==> src/rtl/ifetch_unit.sv <==
// Single-outstanding instruction fetch stage: issues one sync-memory read per
// request, presents the word with a valid/ready handshake and counts handshakes.
module ifetch_unit #(
  parameter logic [31:0] NOP_WORD = 32'h0000_0013,
  parameter int          CNT_W    = 16
) (
  input  logic             clk_i,
  input  logic             rst_i,
  input  logic [31:0]      pc_i,
  input  logic             req_i,
  output logic             req_rdy_o,
  output logic             mem_en_o,
  output logic [29:0]      mem_addr_o,
  input  logic [31:0]      mem_rdata_i,
  output logic [31:0]      instr_o,
  output logic [31:0]      pc_out_o,
  output logic             instr_vld_o,
  input  logic             instr_rdy_i,
  output logic             misalign_o,
  input  logic             flush_i,
  output logic [CNT_W-1:0] fetch_cnt_o
);

  typedef enum logic [1:0] {IDLE, WAIT, HOLD} state_e;

  typedef struct packed {
    logic [31:0] instr;
    logic [31:0] pc;
    logic        misalign;
  } resp_t;

  state_e            state_q, state_d;
  resp_t             resp_q, resp_d;
  logic [31:0]       pc_q, pc_d;
  logic [CNT_W-1:0]  cnt_q, cnt_d;

  always_comb begin
    state_d   = state_q;
    resp_d    = resp_q;
    pc_d      = pc_q;
    cnt_d     = cnt_q;
    req_rdy_o = 1'b0;
    mem_en_o  = 1'b0;
    case (state_q)
      IDLE: begin
        if (!flush_i) begin
          req_rdy_o = 1'b1;
          if (req_i) begin
            if (pc_i[1:0] == 2'b00) begin
              mem_en_o = 1'b1;
              pc_d     = pc_i;
              state_d  = WAIT;
            end else begin
              // misaligned fetches never touch memory; a NOP stands in
              resp_d  = '{instr: NOP_WORD, pc: pc_i, misalign: 1'b1};
              state_d = HOLD;
            end
          end
        end
      end
      WAIT: begin
        if (flush_i) state_d = IDLE;
        else begin
          resp_d  = '{instr: mem_rdata_i, pc: pc_q, misalign: 1'b0};
          state_d = HOLD;
        end
      end
      HOLD: begin
        if (flush_i) state_d = IDLE;
        else if (instr_rdy_i) begin
          state_d = IDLE;
          if (cnt_q != '1) cnt_d = cnt_q + CNT_W'(1);
        end
      end
      default: state_d = IDLE;
    endcase
  end

  always_ff @(posedge clk_i) begin
    if (rst_i) begin
      state_q <= IDLE;
      resp_q  <= '0;
      pc_q    <= '0;
      cnt_q   <= '0;
    end else begin
      state_q <= state_d;
      resp_q  <= resp_d;
      pc_q    <= pc_d;
      cnt_q   <= cnt_d;
    end
  end

  assign mem_addr_o  = pc_i[31:2];
  assign instr_o     = resp_q.instr;
  assign pc_out_o    = resp_q.pc;
  assign misalign_o  = resp_q.misalign;
  assign instr_vld_o = (state_q == HOLD);
  assign fetch_cnt_o = cnt_q;

endmodule

==> config.mk <==
export PLATFORM = sky130hd
export DESIGN_NAME = ifetch_unit
export DESIGN_NICKNAME = d
export VERILOG_FILES = /design/src/rtl/ifetch_unit.sv
export SDC_FILE = /design/constraint.sdc
export NUM_CORES = 1
export LEC_CHECK = 0
export CORE_ASPECT_RATIO = 1.2
export CORE_MARGIN = 2
export CORE_UTILIZATION = 48
export CTS_CLUSTER_DIAMETER = 30
export DETAILED_ROUTE_END_ITERATION = 8
export PLACE_DENSITY_LB_ADDON = 0.05
export SLEW_MARGIN = 20
export SYNTH_ARGS = -nofsm -noshare
export SYNTH_HDL_FRONTEND = slang
export SYNTH_SLANG_ARGS = --single-unit
export TNS_END_PERCENT = 100
==> constraint.sdc <==
create_clock -name clk_i -period 3.6 [get_ports clk_i]
set_clock_uncertainty 0.05 [all_clocks]
set_input_delay 0.72 -clock clk_i [delete_from_list [all_inputs] [get_ports clk_i]]
set_output_delay 0.72 -clock clk_i [all_outputs]
set_load 0.05 [all_outputs]
==> flow_summary.toml, run 1 <==
[power_and_ir_drop]
power_density_nw_per_um2 = 503
p_int_mw = 2.70
netSwitchingFraction = 0.251
p_switching_mw = 0.903
leakage_nw = 2.73
combinationalPowerShare = 0.136
vdd_ir_drop_max_v = 0.000366
pwr-share-seq = 0.370
p_clk_frac = 0.494

[timing]
worstMarginPinSlew_ns = 1.00
holdWs_ns = 0.403
fmax_mhz = 350
finalSetupViolations = 0
finalCritPeriodShare = 0.795
slew_violations = 0
max_slew_margin = 0.332
rsz0062_at_grt = "false"
setup_tns_ns = 0
final-hold-violation-count = 0
period_needed_ns = 2.86

[detailed_routing]
wl_per_cell_um = 14.8
initialDrtViolationCount = 138
finalWirelength_um = 12000
first_pass_iters = 4
vias = 4294
ant_nets = 0
via_per_inst = 5.27
drc = 0

[yosys]
synth_top_area_cell = "dfxtp_1"
yosys-top-cells-area = "dfxtp_1, mux2i_1, nor2_1"
postSynthAreaPerCell_um2 = 9.03
yosysTopAreaCellShare = 0.475
syn_nets = 606
synthArstFlopShare = 0
syn-cell-area_um2 = 4840
synth_top_flop_cell = "dfxtp_1"
synth_seq_cells = 115
yosysSeqAreaShare = 0.475
synth_cell_type_count = 42
synth_warnings = 0
synth-edff-count = 0
synth_cells = 536

[setup_path]
crit_path_top_delay_cell = "clkdlybuf4s50_1"
arrival_ns = 2.09
endpoint_kind = "output pin"
start_kind = "primary input"
critPathMaxFanout = 3
slowest_delay_ns = 0.83
crit_chain = "clkdlybuf4s50_1, clkdlybuf4s50_1"
required_ns = 2.83
timing.rr.start = "fetch_cnt_o[0]$_SDFFE_PP0P_"
startpoint = "pc_i[14]"
critical_path.top_delay_family = "buffers and inverters"
path_class = "primary input to output pin"
cpMostUsedCell = "clkdlybuf4s50_1"
path_buf_inv = 2

[run]
drv_cap = 0

[global_routing]
gr-total-overflow = 0
antenna_found_initial = 0
grt_max_degree = 100
first_global_vias = 4169
grtUsageTotal = 0.228
grt_pass1_wl_um = 19600

[finish]
design_area_um2 = 7150
areaGrowthSynthToFinish_pct = 47.7
drive_above_1_share = 0.0842
mostFrequentLayoutCells = "clkdlybuf4s50_1, dfxtp_1, nor2_1, nand2_1, a21oi_1"
fin_nets = 746
antenna_cells = 0
final_common_cell = "clkdlybuf4s50_1"

[floorplan]
start_util = 0.489
coreArea_um2 = 9910
ioPinCount = 183
die_h_um = 114
die_area_um2 = 10900
die_w_um = 95.7
row_count = 40

[cts]
htreeDepth = 4
cts-root-buf = "clkbuf_16"
clkSinkCount = 115
ctsResizeCount = 0
clockBufferDepth = 2
path_clk_slew_ns = 0.05
post_cts_buffers = 0
cts_tree = "yes"
cts_hold_buf = 0
clkLatencyLatePin_ns = 0.40
cts_made_buffers = 17

[placed_design]
io_buffers = 182
dpl.hpwl_um = 8050
place.gp.congestion = 0.762
place_area_um2 = 6510

[hold_path]
hold_path.startpoint = "pc_q[10]$_SDFFE_PP0P_"
hold_class = "register to register"

[status]
status = "completed"
through the flow:
step | total power, mW | cells | utilization | setup WS, ns
2_1_floorplan | 1.66 | 536 | - | 0.0201
3_3_place_gp | 1.84 | 783 | 0.657 | 0.763
3_5_place_dp | 1.85 | 783 | 0.657 | 0.732
4_1_cts | 3.63 | 815 | 0.722 | 0.714
5_1_grt | 3.73 | 815 | 0.722 | 0.667
6_report | 3.60 | 815 | 0.722 | 0.739
cells by family after synthesis:
| logic type | Yosys count | synth area share |
|---|---|---|
| AO/OA/AOI/OAI | 115 | 0.164 |
| buffers and inverters | 71 | 0.0832 |
| multiplexers | 39 | 0.0822 |
| flip-flops | 115 | 0.475 |
| adder cells (fa/ha/maj) | 1 | 0.00258 |
| AND/OR/NAND/NOR | 195 | 0.193 |
final cells by class:
type	instances	area [µm²]
fill	776	2760
sequential	115	2300
multi-input combinational	350	2150
timing repair buffer	190	1900
clock buffer	20	457
clock inverter	12	180
tap	126	158
inverter	2	7.51
worst register-to-register path, cell delays in order, from the launching register on:
cell and delay [ns]:
dfxtp_1 0.39, ha_1 0.32, nand4_4 0.19, or2_1 0.31, nor4_1 0.32, mux2_2 0.37
cell usage after synthesis, types with 3 or more instances:
cell and number:
dfxtp_1 115, nor2_1 79, nand2_1 66, a21oi_1 40, mux2i_1 33, a211oi_1 32, buf_4 30, a22oi_1 29
clkbuf_1 25, nor3_1 8, buf_2 7, nor2b_1 6, o31ai_1 6, or4_1 6, buf_1 5, mux2_1 4
o21ai_0 4, nand2b_1 3, nand3_1 3, nor3b_1 3, or3_1 3
layer usage:
metal,track usage,part of all wire,up-vias,wire [µm]
li1,-,-,2140,-
met1,0.263,0.42,2005,5030
met2,0.384,0.49,134,5950
met3,0.0905,0.072,15,867
met4,0.0705,0.016,0,191
met5,0,0,-,0
state kept, by name (all words and copies together) (netlist names):
name and cells:
fetch_cnt_o 16, misalign_o 1, pc_q 32, pc_out_o 32, instr_o 32, state_q 2
final timing paths:
| kind | to | slack (ns) | cells past startpoint |
|---|---|---|---|
| worst max-delay path | mem_addr_o[12] | 0.74 | 2 |
| worst min-delay path | pc_q[10]$_SDFFE_PP0P_ | 0.40 | 2 |
| worst max register to register | fetch_cnt_o[10]$_SDFFE_PP0P_ | 1.55 | 5 |
| worst min register to register | pc_q[10]$_SDFFE_PP0P_ | 0.40 | 2 |
power groups by stage:
stage                     Sequential, mW  Clock, mW  Combinational, mW
after floorplan                     1.46          0              0.203
after global placement              1.36          0              0.486
after detailed placement            1.36          0              0.491
after CTS                           1.33       1.80              0.494
after global routing                1.34       1.87              0.519
final                               1.33       1.78              0.490
Power figures use the tool's default switching activity.
==> run 2, diff against run 1 <==
CORE_UTILIZATION = 40   (was 48)
clock period = 2.54 ns   (was 3.6 ns; I/O delays follow)
==> run 2 against run 1 <==
  * Global-route usage shrank 3.3 points
  * Core utilization is 12 points lower
  * Critical path depth unchanged
  * Combinational power increased by 43%
  * Design area increased by 0.72%
  * Sequential power rose by 42%
  * Total power rose by 41%
  * Setup slack got worse by 0.64 ns
  * Largest cell class unchanged
  * Largest power group unchanged
  * Critical endpoint is now instr_vld_o
==> flow_summary.toml, run 2 (synthesized netlist as in run 1, its figures left out) <==
[status]
status = "completed"

[global_routing]
gr-total-overflow = 0
grtUsageTotal = 0.194
first_global_vias = 4306
antenna_found_initial = 0
grt_pass1_wl_um = 20600
grt_max_degree = 72

[cts]
htreeDepth = 4
clockBufferDepth = 2
clkLatencyLatePin_ns = 0.40
path_clk_slew_ns = 0.05
cts_hold_buf = 0
cts_made_buffers = 17
clkSinkCount = 115
cts-root-buf = "clkbuf_16"
post_cts_buffers = 0
ctsResizeCount = 0
cts_tree = "yes"

[floorplan]
die_w_um = 104
die_h_um = 125
row_count = 44
ioPinCount = 183
coreArea_um2 = 11900
die_area_um2 = 13000
start_util = 0.405

[timing]
fmax_mhz = 409
slew_violations = 0
finalSetupViolations = 0
max_slew_margin = 0.635
worstMarginPinSlew_ns = 0.546
final-hold-violation-count = 0
holdWs_ns = 0.401
period_needed_ns = 2.44
setup_tns_ns = 0
rsz0062_at_grt = "false"
finalCritPeriodShare = 0.962
worst_slack_ns = 0.0975

[finish]
final_util = 0.603
areaGrowthSynthToFinish_pct = 48.7
fin_nets = 750
mostFrequentLayoutCells = "clkdlybuf4s50_1, dfxtp_1, nor2_1, nand2_1, a21oi_1"
multiInputGateArea_um2 = 2160
antenna_cells = 0
ff_latch_area_um2 = 2300
n_fill_cell = 1076
final_common_cell = "clkdlybuf4s50_1"
drive_above_1_share = 0.133

[detailed_routing]
initialDrtViolationCount = 135
vias = 4261
drc = 0
wl_per_cell_um = 14.3
finalWirelength_um = 12200
via_per_inst = 4.99
ant_nets = 0
first_pass_iters = 4

[setup_path]
r2r_end = "fetch_cnt_o[12]$_SDFFE_PP0P_"
arrival_ns = 1.88
r2r_slack_ns = 0.54
critPathMaxFanout = 5
startpoint = "state_q[1]$_SDFFE_PP0P_"
timing.rr.start = "fetch_cnt_o[0]$_SDFFE_PP0P_"
critPathCapture = "instr_vld_o"
start_kind = "register"
endpoint_kind = "output pin"
path_class = "register to output pin"
r2r_cells = 5
required_ns = 1.98

[power_and_ir_drop]
power_density_nw_per_um2 = 707
vdd_ir_drop_max_v = 0.000436
leakage_nw = 2.79

[placed_design]
dpl.hpwl_um = 8440
post-place-ws_ns = 0.226
io_buffers = 182
place.gp.congestion = 0.742

[run]
drv_cap = 0

[hold_path]
hold_class = "register to register"
holdPathStages = 2
[run 2: changes by cell type in the layout (fill, tap and decap cells not counted), sizes merged]
| cell | before | now |
|---|---|---|
| buf | 11 | 45 |
| clkdlybuf4s50 | 179 | 149 |
| clkinv | 3 | 4 |
| clkinvlp | 5 | 4 |
[run 2: worst min-delay path by stage]
stage                                from                     to  slack, ns
floorplan           pc_q[10]$_SDFFE_PP0P_  pc_q[10]$_SDFFE_PP0P_       0.39
finish              pc_q[17]$_SDFFE_PP0P_  pc_q[17]$_SDFFE_PP0P_       0.40
CTS                 pc_q[17]$_SDFFE_PP0P_  pc_q[17]$_SDFFE_PP0P_       0.40
global placement    pc_q[20]$_SDFFE_PP0P_  pc_q[20]$_SDFFE_PP0P_       0.39
global route        pc_q[17]$_SDFFE_PP0P_  pc_q[17]$_SDFFE_PP0P_       0.42
detailed placement  pc_q[21]$_SDFFE_PP0P_  pc_q[21]$_SDFFE_PP0P_       0.40
[run 2: final cells by class]
class | count | area share
sequential | 115 | 0.320
multi-input combinational | 350 | 0.300
timing repair buffer | 194 | 0.264
clock buffer | 20 | 0.0620
tap | 161 | 0.0280
clock inverter | 12 | 0.0252
inverter | 2 | 0.00104
[run 2: report_power, final]
group	total [mW]	leakage, nW	internal [mW]	switching (mW)
combinational	0.699	1.57	0.271	0.427
clock	2.50	0.292	1.67	0.834
sequential	1.89	0.933	1.86	0.0285
total	5.09	2.79	3.80	1.29
[run 2: layer usage]
layer  vias to the layer above  share of wire  GRT usage
met5                         -              0          0
met1                      1966           0.42      0.230
met4                         0          0.014     0.0707
met2                       135           0.49      0.319
met3                        10          0.075     0.0738
li1                       2150              -          -
[run 2: metrics by stage]
stage / cell area [µm²] / power (mW) / instances
after floorplan: 4850 / 2.36 / 536
after detailed placement: 6570 / 2.63 / 822
final: 7200 / 5.09 / 854
after global routing: 7200 / 5.28 / 854
after global placement: 6570 / 2.62 / 822
after CTS: 7200 / 5.15 / 854
[run 2: worst max-delay path, stage by stage, from the launching register on]
cell	delay [ns]
dfxtp_1	0.43
nor2b_1	0.20
clkdlybuf4s50_1	0.86
